`src/rtl/cla_pkg.sv`:
```
// Shared constants and helpers for the pipelined carry-lookahead adder.
// Latency: n/a (package only).
// Backpressure: n/a.
package cla_pkg;

  // Default operand width; must be a power of two and at least 4.
  localparam int CLA_WIDTH = 16;

  // Depth of the radix-2 lookahead tree for a w-bit operand.
  function automatic int LOG2W(input int w);
    return $clog2(w);
  endfunction

endpackage

```
`src/rtl/cla_pipe_adder_if.sv`:
```
// Operand/result handshake bundle for the pipelined CLA adder.
// Latency: n/a (wires only).
// Backpressure: in_valid/in_ready on the operand side, out_valid/out_ready on the result side.
interface cla_pipe_adder_if
  import cla_pkg::*;
#(
  parameter int WIDTH = CLA_WIDTH
);

  logic             in_valid;
  logic             in_ready;
  logic [WIDTH-1:0] a;
  logic [WIDTH-1:0] b;
  logic             c_in;
  logic             out_valid;
  logic             out_ready;
  logic [WIDTH-1:0] sum;
  logic             c_out;
  logic             g_out;
  logic             p_out;
  logic             ovf;

  // Operand producer / result consumer side.
  modport master (
    output in_valid, a, b, c_in, out_ready,
    input  in_ready, out_valid, sum, c_out, g_out, p_out, ovf
  );

  // Adder side.
  modport slave (
    input  in_valid, a, b, c_in, out_ready,
    output in_ready, out_valid, sum, c_out, g_out, p_out, ovf
  );

endinterface

```
`src/rtl/cla_gp_tree.sv`:
```
// Radix-2 generate/propagate lookahead tree: group G/P upward, carries downward.
// Latency: purely combinational.
// Backpressure: none.
module cla_gp_tree
  import cla_pkg::*;
#(
  parameter int WIDTH = CLA_WIDTH
) (
  input  logic [WIDTH-1:0] g,
  input  logic [WIDTH-1:0] p,
  input  logic             c0,
  output logic [WIDTH:0]   c,
  output logic             grp_g,
  output logic             grp_p
);

  localparam int LVLS = LOG2W(WIDTH);

  // Level 0 is the root (one node), level LVLS holds the per-bit leaves.
  // Each level has its own lg/lp/lc vectors so no signal feeds back into itself.
  for (genvar lvl = 0; lvl <= LVLS; lvl++) begin : g_lvl
    localparam int NN = 1 << lvl;
    logic [NN-1:0] lg;
    logic [NN-1:0] lp;
    logic [NN-1:0] lc;  // carry into the lowest bit covered by each node

    if (lvl == LVLS) begin : g_leaf
      assign lg = g;
      assign lp = p;
    end else begin : g_merge
      // Upward pass: combine the lo (even) and hi (odd) child spans.
      for (genvar k = 0; k < NN; k++) begin : g_cell
        assign lg[k] = g_lvl[lvl+1].lg[2*k+1] |
                       (g_lvl[lvl+1].lp[2*k+1] & g_lvl[lvl+1].lg[2*k]);
        assign lp[k] = g_lvl[lvl+1].lp[2*k+1] & g_lvl[lvl+1].lp[2*k];
      end
    end

    if (lvl == 0) begin : g_root
      assign lc[0] = c0;
    end else begin : g_sweep
      // Downward pass: lo child inherits the parent carry, hi child gets
      // the carry out of its lo sibling.
      for (genvar k = 0; k < NN / 2; k++) begin : g_cell
        assign lc[2*k]   = g_lvl[lvl-1].lc[k];
        assign lc[2*k+1] = lg[2*k] | (lp[2*k] & g_lvl[lvl-1].lc[k]);
      end
    end
  end

  assign grp_g = g_lvl[0].lg[0];
  assign grp_p = g_lvl[0].lp[0];
  assign c     = {g_lvl[0].lg[0] | (g_lvl[0].lp[0] & c0), g_lvl[LVLS].lc};

endmodule

```
`src/rtl/cla_pipe_adder.sv`:
```
// Two-stage pipelined CLA adder: stage A registers bitwise G/P, stage B registers sum and group G/P.
// Latency: 2 cycles from acceptance to result, 1 result per clock sustained.
// Backpressure: per-stage stall; in_ready drops only when both stages hold data and out_ready=0.
module cla_pipe_adder
  import cla_pkg::*;
#(
  parameter int WIDTH = CLA_WIDTH
) (
  input  logic           clk,
  input  logic           rst,
  cla_pipe_adder_if.slave bus
);

  // Stage A state
  logic             vld_a_q, vld_a_d;
  logic [WIDTH-1:0] g_a_q, g_a_d;
  logic [WIDTH-1:0] p_a_q, p_a_d;
  logic             c_a_q, c_a_d;

  // Stage B state
  logic             vld_b_q, vld_b_d;
  logic [WIDTH-1:0] sum_q, sum_d;
  logic             c_out_q, c_out_d;
  logic             g_out_q, g_out_d;
  logic             p_out_q, p_out_d;
  logic             ovf_q, ovf_d;

  logic             rdy_a, rdy_b;
  logic             load_a, load_b;
  logic [WIDTH:0]   carry;
  logic             tree_g, tree_p;

  cla_gp_tree #(
    .WIDTH (WIDTH)
  ) u_tree (
    .g     (g_a_q),
    .p     (p_a_q),
    .c0    (c_a_q),
    .c     (carry),
    .grp_g (tree_g),
    .grp_p (tree_p)
  );

  // Ready chains backwards from the consumer so a full pipe can drain and fill on one edge.
  always_comb begin
    rdy_b  = !vld_b_q || bus.out_ready;
    rdy_a  = !vld_a_q || rdy_b;
    load_a = bus.in_valid && rdy_a;
    load_b = vld_a_q && rdy_b;
  end

  // Next state for both stages; data registers hold unless their stage loads.
  always_comb begin
    vld_a_d = vld_a_q;
    g_a_d   = g_a_q;
    p_a_d   = p_a_q;
    c_a_d   = c_a_q;
    vld_b_d = vld_b_q;
    sum_d   = sum_q;
    c_out_d = c_out_q;
    g_out_d = g_out_q;
    p_out_d = p_out_q;
    ovf_d   = ovf_q;

    if (load_a) begin
      vld_a_d = 1'b1;
      g_a_d   = bus.a & bus.b;
      p_a_d   = bus.a ^ bus.b;
      c_a_d   = bus.c_in;
    end else if (load_b) begin
      vld_a_d = 1'b0;
    end

    if (load_b) begin
      vld_b_d = 1'b1;
      sum_d   = p_a_q ^ carry[WIDTH-1:0];
      c_out_d = carry[WIDTH];
      g_out_d = tree_g;
      p_out_d = tree_p;
      ovf_d   = carry[WIDTH-1] ^ carry[WIDTH];
    end else if (bus.out_ready) begin
      vld_b_d = 1'b0;
    end
  end

  // Pipeline registers; reset empties both stages and zeroes every data flop.
  always_ff @(posedge clk) begin
    if (rst) begin
      vld_a_q <= 1'b0;
      g_a_q   <= '0;
      p_a_q   <= '0;
      c_a_q   <= 1'b0;
      vld_b_q <= 1'b0;
      sum_q   <= '0;
      c_out_q <= 1'b0;
      g_out_q <= 1'b0;
      p_out_q <= 1'b0;
      ovf_q   <= 1'b0;
    end else begin
      vld_a_q <= vld_a_d;
      g_a_q   <= g_a_d;
      p_a_q   <= p_a_d;
      c_a_q   <= c_a_d;
      vld_b_q <= vld_b_d;
      sum_q   <= sum_d;
      c_out_q <= c_out_d;
      g_out_q <= g_out_d;
      p_out_q <= p_out_d;
      ovf_q   <= ovf_d;
    end
  end

  assign bus.in_ready  = rdy_a;
  assign bus.out_valid = vld_b_q;
  assign bus.sum       = sum_q;
  assign bus.c_out     = c_out_q;
  assign bus.g_out     = g_out_q;
  assign bus.p_out     = p_out_q;
  assign bus.ovf       = ovf_q;

endmodule

```
`src/flat_wrapper.sv`:
```
// flat-port wrapper written by rule: the top's interface ports become plain ports
module cla_pipe_adder_flat import cla_pkg::*;
#(
  parameter int WIDTH = CLA_WIDTH
)
  (clk, rst, bus_in_valid, bus_a, bus_b, bus_c_in, bus_out_ready, bus_in_ready, bus_out_valid, bus_sum, bus_c_out, bus_g_out, bus_p_out, bus_ovf);
  cla_pipe_adder_if #(.WIDTH(WIDTH)) bus_i ();
  input  logic clk;
  input  logic rst;
  input wire logic [$bits(bus_i.in_valid)-1:0] bus_in_valid;
  input wire logic [$bits(bus_i.a)-1:0] bus_a;
  input wire logic [$bits(bus_i.b)-1:0] bus_b;
  input wire logic [$bits(bus_i.c_in)-1:0] bus_c_in;
  input wire logic [$bits(bus_i.out_ready)-1:0] bus_out_ready;
  output wire logic [$bits(bus_i.in_ready)-1:0] bus_in_ready;
  output wire logic [$bits(bus_i.out_valid)-1:0] bus_out_valid;
  output wire logic [$bits(bus_i.sum)-1:0] bus_sum;
  output wire logic [$bits(bus_i.c_out)-1:0] bus_c_out;
  output wire logic [$bits(bus_i.g_out)-1:0] bus_g_out;
  output wire logic [$bits(bus_i.p_out)-1:0] bus_p_out;
  output wire logic [$bits(bus_i.ovf)-1:0] bus_ovf;
  assign bus_i.in_valid = bus_in_valid;
  assign bus_i.a = bus_a;
  assign bus_i.b = bus_b;
  assign bus_i.c_in = bus_c_in;
  assign bus_i.out_ready = bus_out_ready;
  assign bus_in_ready = bus_i.in_ready;
  assign bus_out_valid = bus_i.out_valid;
  assign bus_sum = bus_i.sum;
  assign bus_c_out = bus_i.c_out;
  assign bus_g_out = bus_i.g_out;
  assign bus_p_out = bus_i.p_out;
  assign bus_ovf = bus_i.ovf;
  cla_pipe_adder #(.WIDTH(WIDTH)) u_core (.clk(clk), .rst(rst), .bus(bus_i));
endmodule
```
`config.mk`:
```
export PLATFORM = sky130hd
export DESIGN_NAME = cla_pipe_adder_flat
export DESIGN_NICKNAME = d
export VERILOG_FILES = /design/src/rtl/cla_pkg.sv /design/src/rtl/cla_pipe_adder_if.sv /design/src/rtl/cla_gp_tree.sv /design/src/rtl/cla_pipe_adder.sv /design/src/flat_wrapper.sv
export SDC_FILE = /design/constraint.sdc
export NUM_CORES = 1
export LEC_CHECK = 0
export BUFFER_PORTS_ARGS = -buffer_cell sky130_fd_sc_hd__buf_2
export CAP_MARGIN = 30
export CORE_ASPECT_RATIO = 0.9
export CORE_MARGIN = 2
export CORE_UTILIZATION = 36
export DETAILED_ROUTE_END_ITERATION = 10
export PLACE_DENSITY = 0.63
export SLEW_MARGIN = 30
export SYNTH_ARGS = -nofsm -noshare
export SYNTH_HDL_FRONTEND = slang
export SYNTH_SLANG_ARGS = --single-unit
```
`constraint.sdc`:
```
create_clock -name clk -period 2.88 [get_ports clk]
set_input_delay 0.288 -clock clk [delete_from_list [all_inputs] [get_ports clk]]
set_output_delay 0.288 -clock clk [all_outputs]
set_load 0.01 [all_outputs]
```
==> results.py, run 1 <==
metrics = {
    "status": {
        "status": "finished, final reports clean",
    },
    "clocking": {
        "h-tree-depth": 2,
        "ctsHoldBuffers": 0,
        "cts_root_buf": "clkbuf_8",
        "clk_latency_ns": 0.29,
        "numClockSinks": 55,
        "post_cts_buffers": 0,
        "cts_max_path_buffers": 2,
        "cts_tree": "yes",
        "cts_buffers": 5,
        "clk_pin_slew_ns": 0.09,
        "post_cts_resized": 0,
    },
    "final_layout": {
        "diodes": 0,
        "multi_input_area_um2": 1354,
        "area_growth_pct": 17.23,
        "fillCellCount": 705,
        "utilization": 0.4428,
        "drive_above_1_share": 0.1989,
        "fin_nets": 429,
        "seq_area_um2": 1101,
    },
    "drt": {
        "wl_per_cell_um": 12.00,
        "remaining_drc_errors": 0,
        "final_antenna_net_count": 0,
        "routed_wl_um": 5484,
        "drt_pass1_iterations": 4,
        "drt_iter0_drc": 153,
        "vias_per_cell": 4.810,
        "vias": 2198,
    },
    "yosys": {
        "syn_nets": 378,
        "synth_top_area_share": 0.4356,
        "syn-cell-area_um2": 2527,
        "ys_ff_latch": 55,
        "syn_area_per_cell_um2": 7.973,
        "synth_seq_area_share": 0.4356,
        "ys_warn_count": 0,
        "synthCells": 317,
        "synth_largest_area_cell": "dfxtp_1",
        "synth-main-ff-cell": "dfxtp_1",
        "synth.area.top_cells": "dfxtp_1, nand2_1, ha_1",
        "synth_edf_count": 0,
        "netlist-cell-type-count": 27,
        "async_reset_ff_frac": 0,
    },
    "power": {
        "internal_power_mw": 1.050,
        "p_comb_frac": 0.141,
        "p_per_area_nw_per_um2": 478.2,
        "switchingPower_mw": 0.3670,
        "seqPwrFrac": 0.589,
        "leakagePower_nw": 1.297,
        "ir_worst_vdd_v": 0.0002543,
        "p_clk_frac": 0.271,
        "p_sw_frac": 0.2590,
    },
    "timing": {
        "finalSetupTns_ns": 0,
        "setup_viol": 0,
        "finalCriticalPeriod_ns": 2.344,
        "slew_violations": 0,
        "worst_pin_slew_ns": 0.6961,
        "min_period_over_period": 0.8140,
        "skew_ns": 0.003534,
        "rsz0062_at_grt": "false",
        "max_freq_mhz": 426.5,
        "fin_ws_ns": 0.5356,
        "relSlewSlack": 0.5360,
        "hold_viol_final": 0,
    },
    "floorplan": {
        "num_io_pins": 59,
        "fp.dieW_um": 92.32,
        "initial_core_util": 0.3777,
        "die_h_um": 83.49,
        "core-area_um2": 6691,
        "die_area_um2": 7708,
        "fp-row-count": 28,
    },
    "worst_setup_path": {
        "start_kind": "flop",
        "cp.required_ns": 3.11,
        "worst-path-max-fanout": 5,
        "crit_type": "flop to flop",
        "cpPeakStageDelay_ns": 0.39,
        "crit_slowest_cell": "a221o_2",
        "crit_chain": "and4_1 > a221o_2 > a21boi_4 > o21ai_0 > a31o_2 > ha_1 > nor2_1 > xnor2_1 > nand2_1 > a21oi_1",
        "path_buf_inv": 0,
        "critical-path-top-delay-family": "compound AO/OA/AOI/OAI gates",
        "cp.arrival_ns": 2.57,
        "end_kind": "flop",
    },
    "place": {
        "place_ws_ns": 0.5505,
        "io_buffers": 58,
        "dp_hpwl_um": 4050,
        "gp_congestion": 0.7931,
    },
    "global_routing": {
        "grt_pass1_vias": 1928,
        "grt_pass1_wl_um": 9239,
        "grt_remaining_overflow": 0,
        "gr-usage-all-layers": 0.1461,
        "grt_max_degree": 57,
        "grt_antenna_before_repair": 0,
    },
    "flow_run": {
        "cap_violations": 0,
    },
    "worst_hold_path": {
        "min_path_type": "input pin to flop",
    },
}
[through the flow]
stage | hold WS (ns) | power [mW] | std cells | instance area, um^2
detailed placement | 0.4420 | 1.053 | 451 | 2888
floorplan | 0.4054 | 0.9736 | 317 | 2527
global placement | 0.4378 | 1.049 | 451 | 2888
finish | 0.2201 | 1.417 | 457 | 2963
global route | 0.2187 | 1.503 | 457 | 2963
CTS | 0.2125 | 1.439 | 457 | 2960
[sequential cells by signal, indices dropped and copies added, names as in the netlist]
register and cells:
u_core.p_a_q 16, u_core.bus.sum 16, u_core.bus.ovf 1, u_core.bus.out_valid 1
u_core.g_a_q 16, u_core.bus.c_out 1, u_core.vld_a_q 1, u_core.c_a_q 1
u_core.bus.g_out 1, u_core.bus.p_out 1
[cell usage after synthesis (all sizes together) (4+ instances only)]
| cell | instances |
|---|---|
| a21o | 5 |
| a21oi | 59 |
| o21ai | 5 |
| dfxtp | 55 |
| ha | 24 |
| xnor2 | 8 |
| clkbuf | 16 |
| nand2 | 105 |
| nor2 | 15 |
| nand4 | 4 |
[cell families (layout without fill, tap and decap cells)]
| group | after synthesis | after routing | synth area share |
|---|---|---|---|
| DFF | 55 | 55 | 0.4356 |
| AOI/OAI and AO/OA | 78 | 78 | 0.1782 |
| and+or+nand+nor | 133 | 133 | 0.2109 |
| adders and majority gates | 24 | 24 | 0.1188 |
| xor gates and xnor gates | 8 | 8 | 0.02772 |
| buffers and inverters | 19 | 69 | 0.02871 |
[worst reg2reg max path, cell delays in order, from the launching register on]
cell	delay (ns)
dfxtp_1	0.36
and4_1	0.24
a221o_2	0.39
a21boi_4	0.17
o21ai_0	0.14
a31o_2	0.27
ha_1	0.21
nor2_1	0.15
xnor2_1	0.14
nand2_1	0.07
a21oi_1	0.13
[area by class of cell]
cell class	count	share of cell area
multi-input combinational	243	0.4569
sequential	55	0.3716
inverter	2	0.002534
clock buffer	6	0.02449
tap	90	0.03801
timing repair buffer	61	0.1064
[path summary, 6_finish.rpt]
check	slack, ns	endpoint	cells after the start	start
worst min register to register	0.45	u_core.bus.p_out	2	u_core.bus.p_out
worst max-delay path	0.54	u_core.bus.sum[15]	10	u_core.p_a_q[3]
worst max register to register	0.54	u_core.bus.sum[15]	10	u_core.p_a_q[3]
worst min-delay path	0.22	u_core.vld_a_q	3	bus_in_valid
[cell usage in the layout, fill, tap and decap left out, types with 3 or more instances in the layout]
cell type,count
nand4_1,4
a21o_1,3
dfxtp_1,55
nor2_1,15
xnor2_1,8
ha_1,24
a21oi_1,59
clkbuf_8,5
o21ai_0,5
nand2_1,105
buf_4,4
buf_2,57
[layer usage]
| layer | track usage | vias up | part of all wire |
|---|---|---|---|
| met3 | 0.02349 | 6 | 0.051 |
| met1 | 0.2227 | 970 | 0.52 |
| met2 | 0.2110 | 54 | 0.42 |
| met4 | 0.04071 | 0 | 0.011 |
| li1 | - | 1168 | - |
| met5 | 0 | - | 0 |
[power groups by stage]
stage	Clock (mW)	Sequential [mW]	Combinational, mW
6_report	0.383	0.834	0.199
5_1_grt	0.433	0.840	0.230
4_1_cts	0.402	0.834	0.203
3_5_place_dp	0	0.852	0.201
3_3_place_gp	0	0.850	0.199
2_1_floorplan	0	0.849	0.125
No activity file was read; power rests on OpenSTA's default activity.
==> run 2, diff against run 1 <==
--- a/config.mk
+++ b/config.mk
@@ -11,7 +11,7 @@
 export CORE_MARGIN = 2
 export CORE_UTILIZATION = 36
 export DETAILED_ROUTE_END_ITERATION = 10
-export PLACE_DENSITY = 0.63
+export PLACE_DENSITY = 0.65
 export SLEW_MARGIN = 30
 export SYNTH_ARGS = -nofsm -noshare
 export SYNTH_HDL_FRONTEND = slang
==> constraint.sdc (replaced) <==
create_clock -name clk -period 2 [get_ports clk]
set_input_delay 0.2 -clock clk [delete_from_list [all_inputs] [get_ports clk]]
set_output_delay 0.2 -clock clk [all_outputs]
set_load 0.01 [all_outputs]
==> results.py, run 2 (synthesis results as in run 1) <==
metrics = {
    "power": {
        "switchingPower_mw": 0.5696,
        "ir_worst_vdd_v": 0.0002769,
        "p_per_area_nw_per_um2": 686.5,
        "p_sw_frac": 0.2599,
        "p_clk_frac": 0.302,
        "p_comb_frac": 0.149,
        "internal_power_mw": 1.622,
        "seqPwrFrac": 0.548,
        "leakagePower_nw": 1.401,
    },
    "timing": {
        "setup_viol": 3,
        "min_period_over_period": 1.048,
        "hold_viol_final": 0,
        "slew_violations": 0,
        "skew_ns": 0.003451,
        "rsz0062_at_grt": "true",
        "fin_ws_ns": -0.09535,
        "max_freq_mhz": 477.2,
        "finalCriticalPeriod_ns": 2.095,
        "worst_pin_slew_ns": 0.4201,
        "relSlewSlack": 0.7200,
    },
    "global_routing": {
        "grt_antenna_before_repair": 0,
        "gr-usage-all-layers": 0.1532,
        "grt_remaining_overflow": 0,
        "grt_max_degree": 37,
        "grt_pass1_wl_um": 9563,
        "grt_pass1_vias": 2067,
    },
    "clocking": {
        "numClockSinks": 55,
        "cts_root_buf": "clkbuf_8",
        "h-tree-depth": 2,
        "clk_pin_slew_ns": 0.09,
        "clk_latency_ns": 0.30,
        "ctsHoldBuffers": 0,
        "cts_buffers": 5,
        "cts_tree": "yes",
        "cts_max_path_buffers": 2,
    },
    "worst_setup_path": {
        "crit_chain": "and4_4 > a221o_2 > a21boi_4 > o21ai_2 > a31o_2 > ha_4 > nor2_4 > xnor2_1 > nand2_1 > a21oi_1",
        "cp.required_ns": 2.24,
        "worst-path-max-fanout": 4,
        "start_kind": "flop",
        "cp.arrival_ns": 2.34,
        "critical-path-top-delay-family": "compound AO/OA/AOI/OAI gates",
        "crit_slowest_cell": "a221o_2",
        "cpPeakStageDelay_ns": 0.42,
        "path_buf_inv": 0,
        "end_kind": "flop",
        "crit_type": "flop to flop",
    },
    "drt": {
        "wl_per_cell_um": 12.34,
        "remaining_drc_errors": 0,
        "vias": 2287,
        "drt_pass1_iterations": 4,
        "vias_per_cell": 4.825,
        "final_antenna_net_count": 0,
        "drt_iter0_drc": 84,
        "routed_wl_um": 5851,
    },
    "final_layout": {
        "layout_common_cells": "nand2_1, buf_2, a21oi_1, dfxtp_1, ha_1",
        "area_growth_pct": 26.34,
        "utilization": 0.4772,
        "final_common_cell": "nand2_1",
        "stdcell_count": 474,
        "drive_above_1_share": 0.2708,
        "diodes": 0,
        "fin_nets": 444,
    },
    "floorplan": {
        "fp.dieW_um": 92.32,
        "die_area_um2": 7708,
        "initial_core_util": 0.3777,
        "core-area_um2": 6691,
        "die_h_um": 83.49,
        "num_io_pins": 59,
        "fp-row-count": 28,
    },
    "status": {
        "violations": "setup timing",
        "status": "complete, but fails checks",
    },
    "place": {
        "placedCellCount": 465,
        "gp_congestion": 0.8199,
        "io_buffers": 58,
        "dp_hpwl_um": 4234,
    },
    "worst_hold_path": {
        "min_path_type": "input pin to flop",
    },
    "flow_run": {
        "cap_violations": 0,
    },
}
-- run 2: changes by cell type in the layout (fill, tap and decap cells not counted), moves of 3 or more --
| cell | delta |
|---|---|
| buf_4 | +12 |
| o21ai_0 | -3 |
| nor2_1 | -3 |
| ha_1 | -3 |
-- run 2: repair_timing --
action                     4_1_cts  5_1_grt
buffers inserted                 1        0
hold endpoints to repair         0        0
setup endpoints to repair        6        6
pin swaps                        7       15
gates resized for setup          7        9
-- run 2: tightest hold or removal path, cell delays in order --
cell     delay (ns)
buf_2          0.09
a21oi_1        0.04
nor2_1         0.07
-- run 2: layer usage --
| layer | part of all wire | up-vias | track usage |
|---|---|---|---|
| met1 | 0.50 | 1024 | 0.2141 |
| met3 | 0.040 | 13 | 0.02710 |
| li1 | - | 1198 | - |
| met5 | 0 | - | 0 |
| met4 | 0.022 | 0 | 0.05834 |
| met2 | 0.44 | 52 | 0.2349 |
-- run 2: power by group through the flow --
stage,Sequential [mW],Combinational (mW),Clock [mW]
2_1_floorplan,1.22,0.180,0
3_3_place_gp,1.22,0.317,0
3_5_place_dp,1.22,0.319,0
4_1_cts,1.20,0.325,0.682
5_1_grt,1.21,0.370,0.723
6_report,1.20,0.327,0.663
-- run 2: worst paths after layout --
| path | startpoint | to | slack (ns) | depth (start not counted) |
|---|---|---|---|---|
| worst min-delay path | bus_in_valid | u_core.vld_a_q | 0.13 | 3 |
| worst min register to register | u_core.bus.sum[2] | u_core.bus.sum[2] | 0.45 | 2 |
| worst max-delay path | u_core.p_a_q[3] | u_core.bus.sum[15] | -0.1 | 10 |
| worst max register to register | u_core.p_a_q[3] | u_core.bus.sum[15] | -0.1 | 10 |
-- run 2: layout make-up --
cell class                 instances  area, um^2
multi-input combinational        243        1419
sequential                        55        1104
tap                               90       112.6
timing repair buffer              76       450.4
clock buffer                       8       100.1
fill                             689        3498
inverter                           2       7.507
-- run 2: through the flow --
stage	TNS (ns)	power, mW	setup slack, ns	instance area (um^2)	hold WS, ns
floorplan	-0.05691	1.404	-0.04203	2537	0.3174
finish	-0.1941	2.192	-0.09535	3193	0.1294
global route	-0.5972	2.304	-0.2006	3193	0.1322
global placement	-0.1215	1.539	-0.06677	3028	0.4376
CTS	-0.05706	2.206	-0.02609	3157	0.1245
detailed placement	-0.2812	1.543	-0.1059	3028	0.4446
==> run 3, diff against run 2 <==
--- a/config.mk
+++ b/config.mk
@@ -11,6 +11,7 @@
 export CORE_MARGIN = 2
 export CORE_UTILIZATION = 36
 export DETAILED_ROUTE_END_ITERATION = 10
+export MAX_ROUTING_LAYER = met4
 export PLACE_DENSITY = 0.65
 export SLEW_MARGIN = 30
 export SYNTH_ARGS = -nofsm -noshare
==> results.py, run 3 (synthesis results as in run 1) <==
metrics = {
    "place": {
        "gp_congestion": 0.8321,
        "dp_hpwl_um": 4234,
        "placedCellCount": 465,
        "io_buffers": 58,
        "place_ws_ns": -0.1059,
    },
    "drt": {
        "vias": 2289,
        "drt_iter0_drc": 89,
        "drt_pass1_iterations": 6,
        "wl_per_cell_um": 12.34,
        "remaining_drc_errors": 0,
        "final_antenna_net_count": 0,
        "routed_wl_um": 5850,
        "vias_per_cell": 4.829,
    },
    "worst_setup_path": {
        "worst-path-max-fanout": 4,
        "cp.arrival_ns": 2.34,
        "cp.required_ns": 2.24,
        "crit_type": "flop to flop",
        "start_kind": "flop",
        "reg2reg_slack_ns": -0.1,
        "end_kind": "flop",
    },
    "timing": {
        "rsz0062_at_grt": "true",
        "finalSetupTns_ns": -0.2010,
        "hold_viol_final": 0,
        "min_period_over_period": 1.049,
        "skew_ns": 0.003512,
        "setup_viol": 3,
        "fin_ws_ns": -0.09837,
        "max_freq_mhz": 476.6,
        "finalCriticalPeriod_ns": 2.098,
        "slew_violations": 0,
        "worst_pin_slew_ns": 0.4237,
        "relSlewSlack": 0.7176,
    },
    "power": {
        "p_per_area_nw_per_um2": 686.8,
        "p_comb_frac": 0.149,
        "seqPwrFrac": 0.548,
        "finalPower_mw": 2.193,
        "p_sw_frac": 0.2602,
        "leakagePower_nw": 1.401,
        "switchingPower_mw": 0.5707,
        "ir_worst_vdd_v": 0.0002769,
        "p_clk_frac": 0.303,
        "internal_power_mw": 1.622,
    },
    "clocking": {
        "clk_latency_ns": 0.31,
        "cts_root_buf": "clkbuf_8",
        "cts_max_path_buffers": 2,
        "h-tree-depth": 2,
        "cts_buffers": 5,
        "clk_pin_slew_ns": 0.09,
        "numClockSinks": 55,
        "ctsHoldBuffers": 0,
        "cts_tree": "yes",
    },
    "status": {
        "status": "complete, but fails checks",
        "violations": "setup timing",
    },
    "final_layout": {
        "diodes": 0,
        "fillCellCount": 689,
        "layout_common_cells": "nand2_1, buf_2, a21oi_1, dfxtp_1, ha_1",
        "area_growth_pct": 26.34,
        "stdcell_count": 474,
        "fin_nets": 444,
        "utilization": 0.4772,
        "drive_above_1_share": 0.2708,
        "final_common_cell": "nand2_1",
    },
    "flow_run": {
        "cap_violations": 0,
    },
    "floorplan": {
        "fp-row-count": 28,
        "die_area_um2": 7708,
        "fp.dieW_um": 92.32,
        "die_h_um": 83.49,
        "initial_core_util": 0.3777,
        "core-area_um2": 6691,
        "num_io_pins": 59,
    },
    "global_routing": {
        "grt_antenna_before_repair": 0,
        "grt_max_degree": 37,
        "grt_pass1_vias": 2070,
        "grt_pass1_wl_um": 9563,
        "grt_remaining_overflow": 0,
        "gr-usage-all-layers": 0.1575,
    },
    "worst_hold_path": {
        "min_path_type": "input pin to flop",
    },
}
-- run 3: cell type report --
type                            count  area (um^2)  area share
Sequential cell                    55         1104      0.3456
Inverter                            2        7.507    0.002351
Multi-Input combinational cell    243         1419      0.4444
Tap cell                           90        112.6     0.03527
Timing Repair Buffer               76        450.4      0.1411
Clock buffer                        8        100.1     0.03135
-- run 3: final timing paths --
check / endpoint / startpoint / cells after the start
worst max-delay path: u_core.bus.sum[15] / u_core.p_a_q[3] / 10
worst min-delay path: u_core.vld_a_q / bus_in_valid / 3
worst max register to register: u_core.bus.sum[15] / u_core.p_a_q[3] / 10
worst min register to register: u_core.bus.sum[2] / u_core.bus.sum[2] / 2
-- run 3: repair_timing --
item / 4_1_cts / 5_1_grt
gates resized for setup: 7 / 9
buffers inserted: 1 / 0
setup endpoints to repair: 6 / 6
gates cloned: 0 / 0
hold endpoints to repair: 0 / 0
pin swaps: 7 / 15
-- run 3: critical path, stage by stage, from the launching register on --
cell	delay, ns
dfxtp_2	0.34
and4_4	0.19
a221o_2	0.42
a21boi_4	0.18
o21ai_2	0.07
a31o_2	0.22
ha_4	0.17
nor2_4	0.10
xnor2_1	0.13
nand2_1	0.07
a21oi_1	0.13
-- run 3: power by group through the flow --
stage / registers (mW) / logic [mW] / clock network [mW]
6_report: 1.20 / 0.327 / 0.664
5_1_grt: 1.21 / 0.370 / 0.723
4_1_cts: 1.20 / 0.325 / 0.682
3_5_place_dp: 1.22 / 0.319 / 0
3_3_place_gp: 1.22 / 0.317 / 0
2_1_floorplan: 1.22 / 0.180 / 0
-- run 3: metal layers --
metal,vias to the layer above,track usage,part of all wire
li1,1202,-,-
met1,1025,0.2141,0.50
met2,51,0.2349,0.45
met3,11,0.02710,0.036
met4,0,0.05834,0.016
met5,-,-,0
-- run 3: through the flow --
stage	hold slack (ns)	instance area [um^2]
2_1_floorplan	0.3174	2537
3_3_place_gp	0.4376	3028
3_5_place_dp	0.4446	3028
4_1_cts	0.1245	3157
5_1_grt	0.1322	3193
6_report	0.1283	3193
